$ cat config.mk
export PLATFORM = sky130hd
export DESIGN_NAME = reorder_buffer
export DESIGN_NICKNAME = d
export VERILOG_FILES = /design/src/rtl/rob_pkg.sv /design/src/rtl/rob_lookup.sv /design/src/rtl/reorder_buffer.sv
export SDC_FILE = /design/constraint.sdc
export NUM_CORES = 2
export LEC_CHECK = 0
export BUFFER_PORTS_ARGS = -buffer_cell sky130_fd_sc_hd__buf_2
export CORE_MARGIN = 2
export CORE_UTILIZATION = 30
export CTS_BUF_LIST = sky130_fd_sc_hd__clkbuf_4 sky130_fd_sc_hd__clkbuf_8
export DETAILED_ROUTE_END_ITERATION = 8
export PLACE_DENSITY_LB_ADDON = 0.25
export SYNTH_ARGS = -nofsm -noshare
export SYNTH_HDL_FRONTEND = slang
export SYNTH_SLANG_ARGS = --single-unit
$ cat constraint.sdc
create_clock -name clk -period 5.8 [get_ports clk]
set_clock_uncertainty 0.2 [all_clocks]
set_input_delay 1.16 -clock clk [delete_from_list [all_inputs] [get_ports clk]]
set_output_delay 1.16 -clock clk [all_outputs]
set_load 0.02 [all_outputs]
$ cat src/rtl/rob_pkg.sv
// Shared encodings and widths for the reorder buffer slice.
package rob_pkg;

    localparam int unsigned XLEN  = 32;
    localparam int unsigned REG_W = 5;

    typedef enum logic [1:0] {
        ROB_REG   = 2'b00,
        ROB_STORE = 2'b01,
        ROB_BR    = 2'b10,
        ROB_RSVD  = 2'b11
    } rob_type_e;

endpackage

$ cat src/rtl/rob_lookup.sv
// Operand lookup: reads one ROB entry and lets a same-cycle writeback to
// that entry override it, highest-numbered port taking precedence.
module rob_lookup
    import rob_pkg::*;
#(
    parameter int unsigned DEPTH    = 16,
    parameter int unsigned IDX_W    = $clog2(DEPTH),
    parameter int unsigned WB_PORTS = 2
) (
    input  logic [IDX_W-1:0]               q_idx,
    input  logic [DEPTH-1:0]               ent_valid,
    input  logic [DEPTH-1:0]               ent_ready,
    input  logic [DEPTH-1:0][XLEN-1:0]     ent_value,
    input  logic [WB_PORTS-1:0]            wb_valid,
    input  logic [WB_PORTS*IDX_W-1:0]      wb_idx,
    input  logic [WB_PORTS*XLEN-1:0]       wb_value,
    output logic [XLEN-1:0]                q_value,
    output logic                           q_ready
);

    always_comb begin
        q_value = ent_value[q_idx];
        q_ready = ent_valid[q_idx] & ent_ready[q_idx];
        // Ascending scan so the last matching port is the one that sticks.
        for (int unsigned p = 0; p < WB_PORTS; p++) begin
            if (wb_valid[p] && ent_valid[q_idx] &&
                (wb_idx[p*IDX_W +: IDX_W] == q_idx)) begin
                q_value = wb_value[p*XLEN +: XLEN];
                q_ready = 1'b1;
            end
        end
    end

endmodule

$ cat src/rtl/reorder_buffer.sv
// In-order-commit reorder buffer: circular entry store with multi-port
// writeback, single-entry registered commit and a self-clearing mispredict.
module reorder_buffer
    import rob_pkg::*;
#(
    parameter int unsigned DEPTH    = 16,
    parameter int unsigned IDX_W    = $clog2(DEPTH),
    parameter int unsigned WB_PORTS = 2
) (
    input  logic                      clk,
    input  logic                      rst,
    input  logic                      rdy,
    input  logic                      flush,
    input  logic                      alloc_valid,
    output logic                      alloc_ready,
    output logic [IDX_W-1:0]          alloc_idx,
    input  logic [1:0]                alloc_type,
    input  logic [REG_W-1:0]          alloc_rd,
    input  logic [XLEN-1:0]           alloc_pc,
    input  logic                      alloc_pred_taken,
    input  logic                      alloc_done,
    input  logic [XLEN-1:0]           alloc_value,
    input  logic [WB_PORTS-1:0]       wb_valid,
    input  logic [WB_PORTS*IDX_W-1:0] wb_idx,
    input  logic [WB_PORTS*XLEN-1:0]  wb_value,
    input  logic [WB_PORTS-1:0]       wb_taken,
    input  logic [IDX_W-1:0]          q1_idx,
    input  logic [IDX_W-1:0]          q2_idx,
    output logic [XLEN-1:0]           q1_value,
    output logic [XLEN-1:0]           q2_value,
    output logic                      q1_ready,
    output logic                      q2_ready,
    output logic                      commit_reg_valid,
    output logic [REG_W-1:0]          commit_reg_rd,
    output logic [XLEN-1:0]           commit_reg_value,
    output logic [IDX_W-1:0]          commit_reg_idx,
    output logic                      commit_store_valid,
    output logic [IDX_W-1:0]          commit_store_idx,
    output logic                      commit_br_valid,
    output logic [XLEN-1:0]           commit_br_pc,
    output logic                      commit_br_taken,
    output logic                      mispredict_valid,
    output logic [XLEN-1:0]           mispredict_pc,
    output logic [IDX_W:0]            count
);

    logic [DEPTH-1:0]            valid_q, valid_d, ready_q, ready_d;
    logic [DEPTH-1:0]            pred_q, pred_d, taken_q, taken_d;
    logic [DEPTH-1:0][1:0]       type_q, type_d;
    logic [DEPTH-1:0][REG_W-1:0] rd_q, rd_d;
    logic [DEPTH-1:0][XLEN-1:0]  pc_q, pc_d, value_q, value_d;
    logic [IDX_W-1:0]            head_q, head_d, tail_q, tail_d;
    logic [IDX_W:0]              count_q, count_d;

    logic                        c_reg_valid_q, c_reg_valid_d;
    logic [REG_W-1:0]            c_reg_rd_q, c_reg_rd_d;
    logic [XLEN-1:0]             c_reg_value_q, c_reg_value_d;
    logic [IDX_W-1:0]            c_reg_idx_q, c_reg_idx_d;
    logic                        c_store_valid_q, c_store_valid_d;
    logic [IDX_W-1:0]            c_store_idx_q, c_store_idx_d;
    logic                        c_br_valid_q, c_br_valid_d;
    logic [XLEN-1:0]             c_br_pc_q, c_br_pc_d;
    logic                        c_br_taken_q, c_br_taken_d;
    logic                        mp_valid_q, mp_valid_d;
    logic [XLEN-1:0]             mp_pc_q, mp_pc_d;

    logic                        do_commit, do_alloc, do_clear;

    // Registered occupancy only, so a same-cycle commit never frees a slot.
    assign alloc_ready = (count_q < (IDX_W+1)'(DEPTH));
    assign alloc_idx   = tail_q;
    assign count       = count_q;

    always_comb begin
        valid_d = valid_q;  ready_d = ready_q;  pred_d  = pred_q;
        taken_d = taken_q;  type_d  = type_q;   rd_d    = rd_q;
        pc_d    = pc_q;     value_d = value_q;
        head_d  = head_q;   tail_d  = tail_q;   count_d = count_q;
        c_reg_valid_d   = c_reg_valid_q;   c_reg_rd_d    = c_reg_rd_q;
        c_reg_value_d   = c_reg_value_q;   c_reg_idx_d   = c_reg_idx_q;
        c_store_valid_d = c_store_valid_q; c_store_idx_d = c_store_idx_q;
        c_br_valid_d    = c_br_valid_q;    c_br_pc_d     = c_br_pc_q;
        c_br_taken_d    = c_br_taken_q;
        mp_valid_d      = mp_valid_q;      mp_pc_d       = mp_pc_q;
        do_commit = 1'b0;
        do_alloc  = 1'b0;
        do_clear  = 1'b0;

        if (rdy) begin
            c_reg_valid_d   = 1'b0;
            c_store_valid_d = 1'b0;
            c_br_valid_d    = 1'b0;
            mp_valid_d      = 1'b0;

            if (flush) begin
                do_clear = 1'b1;
            end else begin
                do_commit = (count_q != '0) && valid_q[head_q] && ready_q[head_q];
                do_alloc  = alloc_valid && alloc_ready;

                for (int unsigned p = 0; p < WB_PORTS; p++) begin
                    if (wb_valid[p] && valid_q[wb_idx[p*IDX_W +: IDX_W]]) begin
                        ready_d[wb_idx[p*IDX_W +: IDX_W]] = 1'b1;
                        value_d[wb_idx[p*IDX_W +: IDX_W]] = wb_value[p*XLEN +: XLEN];
                        taken_d[wb_idx[p*IDX_W +: IDX_W]] = wb_taken[p];
                    end
                end

                if (do_commit) begin
                    case (type_q[head_q])
                        ROB_STORE: begin
                            c_store_valid_d = 1'b1;
                            c_store_idx_d   = head_q;
                        end
                        ROB_BR: begin
                            c_br_valid_d = 1'b1;
                            c_br_pc_d    = pc_q[head_q];
                            c_br_taken_d = taken_q[head_q];
                            if (pred_q[head_q] != taken_q[head_q]) begin
                                mp_valid_d = 1'b1;
                                mp_pc_d    = value_q[head_q];
                                do_clear   = 1'b1;
                            end
                        end
                        default: begin
                            c_reg_valid_d = 1'b1;
                            c_reg_rd_d    = rd_q[head_q];
                            c_reg_value_d = value_q[head_q];
                            c_reg_idx_d   = head_q;
                        end
                    endcase
                    valid_d[head_q] = 1'b0;
                    head_d          = head_q + IDX_W'(1);
                end

                if (do_alloc) begin
                    valid_d[tail_q] = 1'b1;
                    ready_d[tail_q] = alloc_done;
                    pred_d[tail_q]  = alloc_pred_taken;
                    taken_d[tail_q] = alloc_pred_taken;
                    pc_d[tail_q]    = alloc_pc;
                    value_d[tail_q] = alloc_value;
                    // Reserved type is stored as a reg-write to x0.
                    type_d[tail_q]  = (alloc_type == ROB_RSVD) ? 2'(ROB_REG) : alloc_type;
                    rd_d[tail_q]    = (alloc_type == ROB_RSVD) ? '0 : alloc_rd;
                    tail_d          = tail_q + IDX_W'(1);
                end

                count_d = count_q + (IDX_W+1)'(do_alloc) - (IDX_W+1)'(do_commit);
            end

            if (do_clear) begin
                valid_d = '0;
                ready_d = '0;
                head_d  = '0;
                tail_d  = '0;
                count_d = '0;
            end
        end
    end

    always_ff @(posedge clk) begin
        if (rst) begin
            valid_q <= '0;  ready_q <= '0;  pred_q  <= '0;  taken_q <= '0;
            type_q  <= '0;  rd_q    <= '0;  pc_q    <= '0;  value_q <= '0;
            head_q  <= '0;  tail_q  <= '0;  count_q <= '0;
            c_reg_valid_q   <= 1'b0; c_reg_rd_q    <= '0;
            c_reg_value_q   <= '0;   c_reg_idx_q   <= '0;
            c_store_valid_q <= 1'b0; c_store_idx_q <= '0;
            c_br_valid_q    <= 1'b0; c_br_pc_q     <= '0;
            c_br_taken_q    <= 1'b0;
            mp_valid_q      <= 1'b0; mp_pc_q       <= '0;
        end else begin
            valid_q <= valid_d;  ready_q <= ready_d;  pred_q  <= pred_d;
            taken_q <= taken_d;  type_q  <= type_d;   rd_q    <= rd_d;
            pc_q    <= pc_d;     value_q <= value_d;
            head_q  <= head_d;   tail_q  <= tail_d;   count_q <= count_d;
            c_reg_valid_q   <= c_reg_valid_d;   c_reg_rd_q    <= c_reg_rd_d;
            c_reg_value_q   <= c_reg_value_d;   c_reg_idx_q   <= c_reg_idx_d;
            c_store_valid_q <= c_store_valid_d; c_store_idx_q <= c_store_idx_d;
            c_br_valid_q    <= c_br_valid_d;    c_br_pc_q     <= c_br_pc_d;
            c_br_taken_q    <= c_br_taken_d;
            mp_valid_q      <= mp_valid_d;      mp_pc_q       <= mp_pc_d;
        end
    end

    assign commit_reg_valid   = c_reg_valid_q;
    assign commit_reg_rd      = c_reg_rd_q;
    assign commit_reg_value   = c_reg_value_q;
    assign commit_reg_idx     = c_reg_idx_q;
    assign commit_store_valid = c_store_valid_q;
    assign commit_store_idx   = c_store_idx_q;
    assign commit_br_valid    = c_br_valid_q;
    assign commit_br_pc       = c_br_pc_q;
    assign commit_br_taken    = c_br_taken_q;
    assign mispredict_valid   = mp_valid_q;
    assign mispredict_pc      = mp_pc_q;

    rob_lookup #(.DEPTH(DEPTH), .IDX_W(IDX_W), .WB_PORTS(WB_PORTS)) u_lookup_q1 (
        .q_idx     (q1_idx),
        .ent_valid (valid_q),
        .ent_ready (ready_q),
        .ent_value (value_q),
        .wb_valid  (wb_valid),
        .wb_idx    (wb_idx),
        .wb_value  (wb_value),
        .q_value   (q1_value),
        .q_ready   (q1_ready)
    );

    rob_lookup #(.DEPTH(DEPTH), .IDX_W(IDX_W), .WB_PORTS(WB_PORTS)) u_lookup_q2 (
        .q_idx     (q2_idx),
        .ent_valid (valid_q),
        .ent_ready (ready_q),
        .ent_value (value_q),
        .wb_valid  (wb_valid),
        .wb_idx    (wb_idx),
        .wb_value  (wb_value),
        .q_value   (q2_value),
        .q_ready   (q2_ready)
    );

endmodule
==> impl_metrics.env <==
export IMPL_nets=9067
export IMPL_num_vias=75940
export IMPL_wl_per_cell_um=28.26
export IMPL_cts_reportedPaths_clkPinSlew_ps=50
export IMPL_reg2reg_from="head_q[3]$_SDFFE_PP0P_"
export IMPL_r2r_slack_ps=1120
export IMPL_post_cts_setup_buffers=0
export IMPL_cts_buffer_depth=4
export IMPL_cts_htree_levels=5
export IMPL_finalCriticalPeriod_ps=5774
export IMPL_reg2reg_to="count[4]$_SDFFE_PP0P_"
export IMPL_cts_tree="done"
export IMPL_power_leakage_nw=31.66
export IMPL_coreArea_sq_mm=0.2679
export IMPL_peakVddDrop_mv=0.1831
export IMPL_clock_latency_ps=1020
export IMPL_synth_avg_cell_area_sq_um=8.728
export IMPL_syn_area_sq_mm=0.08074
export IMPL_drive_gt1_share_pct=20.26
export IMPL_synth_cell_types=55
export IMPL_intPower_mw=16.28
export IMPL_clockRootBuffer="clkbuf_8"
export IMPL_start_kind="input pin"
export IMPL_status="complete, no violations"
export IMPL_finalHoldViolCount=0
export IMPL_post_dp_cell_area_sq_mm=0.08469
export IMPL_dieHeight_um=522.8
export IMPL_drt_wl_total_mm=357.6
export IMPL_grt_util_all_layers_pct=25.15
export IMPL_finalCritPeriodShare_pct=99.56
export IMPL_drt_initial_drc_count=9546
export IMPL_grt_pass1_vias=72460
export IMPL_ys_ff_latch=1327
export IMPL_power_share_clock_pct=45.2
export IMPL_worst_slew_pin_slew_ps=1381
export IMPL_io_buffers=351
export IMPL_combPwrFrac_pct=12.2
export IMPL_dp_hpwl_mm=211.6
export IMPL_ys_warn_count=0
export IMPL_start_util_pct=30.13
export IMPL_critPathKind="input pin to primary output"
export IMPL_numCtsBuffers=264
export IMPL_synthCells=9250
export IMPL_gp_congestion=0.8846
export IMPL_min_delay_start="commit_br_pc[25]$_SDFFE_PP0P_"
export IMPL_powerDensity_mw_per_mm2=253.3
export IMPL_dieWidth_um=522.8
export IMPL_hold_end="commit_br_pc[25]$_SDFFE_PP0P_"
export IMPL_hold_path_class="register to register"
export IMPL_drc=0
export IMPL_switching_share_pct=28.79
export IMPL_hold_depth=2
export IMPL_antenna_left=0
export IMPL_max_cap_violations=0
export IMPL_stdcell_count=12650
export IMPL_fmax_mhz=173.2
export IMPL_path_max_fanout=32
export IMPL_antenna_found_initial=65
export IMPL_postLayoutCellArea_sq_mm=0.09026
export IMPL_grt_max_degree=177
export IMPL_dieArea_sq_mm=0.2733
export IMPL_dp_cells=12170
export IMPL_switchingPower_mw=6.582
export IMPL_cp_end_kind="primary output"
export IMPL_via_per_inst=6.002
export IMPL_synth_fp_nets=9429
export IMPL_yosysSeqAreaShare_pct=32.90
export IMPL_row_count=190
export IMPL_final_max_slew_violation_count=0
export IMPL_finalSetupViolations=0
export IMPL_arrival_ps=4410
export IMPL_cts_sinks=1327
export IMPL_max_slew_margin_pct=7.966
export IMPL_rsz0062_at_grt="no"
export IMPL_required_ps=4440
export IMPL_hold_buffers=0
export IMPL_syn_to_final_growth_pct=11.80
export IMPL_reg2reg_depth=15
export IMPL_drtPass1Iterations=7
export IMPL_grt_pass1_wl_mm=513.7
export IMPL_pin_count=352
export IMPL_pwr_share_seq_pct=42.5
export IMPL_overflow=0
[flip-flops by register name, summed over array words and instances, names as in the netlist, 16 cells and up]
name,cells
commit_br_pc,32
pred_q,16
valid_q,16
taken_q,16
pc_q,512
ready_q,16
value_q,512
rd_q,80
type_q,32
mispredict_pc,32
commit_reg_value,32
[kinds of logic (layout without fill, tap and decap cells)]
kind of cell / after synthesis / after routing / share of synthesized area [%]
xor gates and xnor gates: 25 / 25 / 0.2805
and+or+nand+nor: 3398 / 3398 / 17.12
other: 0 / 24 / 0
DFF: 1327 / 1327 / 32.90
muxes: 1356 / 1356 / 27.94
buffers and inverters: 1213 / 1041 / 6.168
AOI/OAI and AO/OA: 1914 / 1914 / 15.32
adders and majority gates: 17 / 17 / 0.2727
[layout make-up]
type                            instances  area [sq um]
Antenna cell                           24         60.06
Clock buffer                          409          5135
Clock inverter                         47         376.6
Fill cell                           27320        177700
Inverter                               25         93.84
Multi-Input combinational cell       6710         49610
Sequential cell                      1327         26580
Tap cell                             3552          4444
Timing Repair Buffer                  560          3966
[power by group through the flow]
stage | Sequential (mW) | Combinational [mW] | Clock, mW
finish | 9.72 | 2.80 | 10.3
global placement | 9.88 | 2.70 | 0
detailed placement | 9.89 | 2.76 | 0
CTS | 9.70 | 2.77 | 10.5
global route | 9.74 | 2.99 | 10.9
floorplan | 9.75 | 2.05 | 0
[synth_stat cells, drive strengths merged]
| cell type | instances | area [sq um] |
|---|---|---|
| nand2 | 1432 | 5375 |
| dfxtp | 1327 | 26570 |
| nor2 | 1306 | 4947 |
| a211oi | 1059 | 7965 |
| clkbuf | 838 | 3147 |
| a21oi | 737 | 3689 |
| mux4 | 718 | 16170 |
| mux2i | 636 | 6366 |
| nor3 | 534 | 2673 |
| buf | 350 | 1739 |
| o21ai | 68 | 340.3 |
| nand3 | 32 | 170.2 |
| inv | 25 | 93.84 |
| nand4 | 25 | 175.2 |
| a31oi | 20 | 140.1 |
| and2 | 19 | 118.9 |
| o211ai | 18 | 135.1 |
| ha | 16 | 200.2 |
| xor2 | 16 | 147.7 |
| nor2b | 9 | 56.30 |
| xnor2 | 9 | 78.83 |
| or4 | 8 | 60.06 |
| a22oi | 7 | 52.55 |
| and3 | 6 | 37.54 |
| nand2b | 6 | 37.54 |
| or2 | 6 | 37.54 |
| or3 | 5 | 31.28 |
| and4 | 2 | 17.52 |
| mux2 | 2 | 22.52 |
| or3b | 2 | 17.52 |
| a21o | 1 | 7.510 |
| a2bb2oi | 1 | 8.760 |
| a41o | 1 | 10.01 |
| and4b | 1 | 10.01 |
| and4bb | 1 | 12.51 |
| fa | 1 | 20.02 |
| nand3b | 1 | 11.26 |
| nand4b | 1 | 8.760 |
| nor4 | 1 | 12.51 |
| nor4b | 1 | 8.760 |
| o2111ai | 1 | 8.760 |
| o21bai | 1 | 11.26 |
[stage by stage]
stage | setup WS [ps] | power, mW | hold slack, ps | setup TNS [ps] | utilization, %
after floorplan | 934.9 | 11.79 | 233.1 | 0 | -
after global placement | -25.05 | 12.57 | 238.0 | -25.05 | 31.61
after detailed placement | 27.52 | 12.65 | 244.1 | 0 | 31.61
after CTS | 60.21 | 22.98 | 251.6 | 0 | 33.67
after global routing | 160.0 | 23.63 | 266.4 | 0 | 33.68
final | 25.77 | 22.86 | 250.6 | 0 | 33.69
[cell usage in the layout, fill, tap and decap left out, types with 18 or more instances in the layout]
| cell type | Yosys | routed |
|---|---|---|
| a211oi_1 | 1056 | 1056 |
| a21oi_1 | 737 | 737 |
| a31oi_1 | 19 | 19 |
| buf_12 | 0 | 47 |
| buf_2 | 166 | 342 |
| buf_4 | 38 | 166 |
| clkbuf_4 | 0 | 79 |
| clkbuf_8 | 0 | 330 |
| clkinv_2 | 0 | 26 |
| dfxtp_1 | 1327 | 1323 |
| diode_2 | 0 | 24 |
| inv_1 | 24 | 24 |
| mux2i_1 | 636 | 636 |
| mux4_2 | 718 | 718 |
| nand2_1 | 1432 | 1410 |
| nand3_1 | 30 | 26 |
| nand4_1 | 22 | 22 |
| nor2_1 | 1296 | 1279 |
| nor2_4 | 4 | 27 |
| nor3_1 | 534 | 534 |
| o211ai_1 | 18 | 18 |
| o21ai_0 | 68 | 66 |
[critical path, cell delays in order]
cell and delay (ps):
buf_6 170, buf_4 490, xor2_1 120, nor3_1 300
nand4_4 560, mux2i_1 260, o21ai_0 860, buf_4 280
buf_2 170
[how the worst max path moves through the flow]
| stage | startpoint | end | slack, ps | cells after the start |
|---|---|---|---|---|
| after floorplan | q1_idx[1] | q1_value[24] | 930 | 7 |
| after global placement | q1_idx[1] | q1_value[1] | -30 | 8 |
| after detailed placement | q1_idx[1] | q1_value[1] | 30 | 8 |
| final | q2_idx[1] | q2_value[1] | 30 | 9 |
| after global routing | q2_idx[1] | q2_value[1] | 160 | 9 |
| after CTS | valid_q[11]$_SDFFE_PP0P_ | q1_value[31] | 60 | 6 |
[metal layers]
layer  global-route usage, %  share of wire, %  up-vias
met1                   32.73                40    37820
met5                       0             0.059        -
met3                   5.869               9.8      957
met4                   12.66               5.2       32
li1                        -                 -    32780
met2                   38.97                45     4351
[repair_timing]
| action | in CTS | in global routing |
|---|---|---|
| resized for setup | 1 | 1 |
| setup endpoints to repair | 1 | 1 |
| endpoints found under the hold margin | 0 | 0 |
Power figures use the tool's default switching activity.
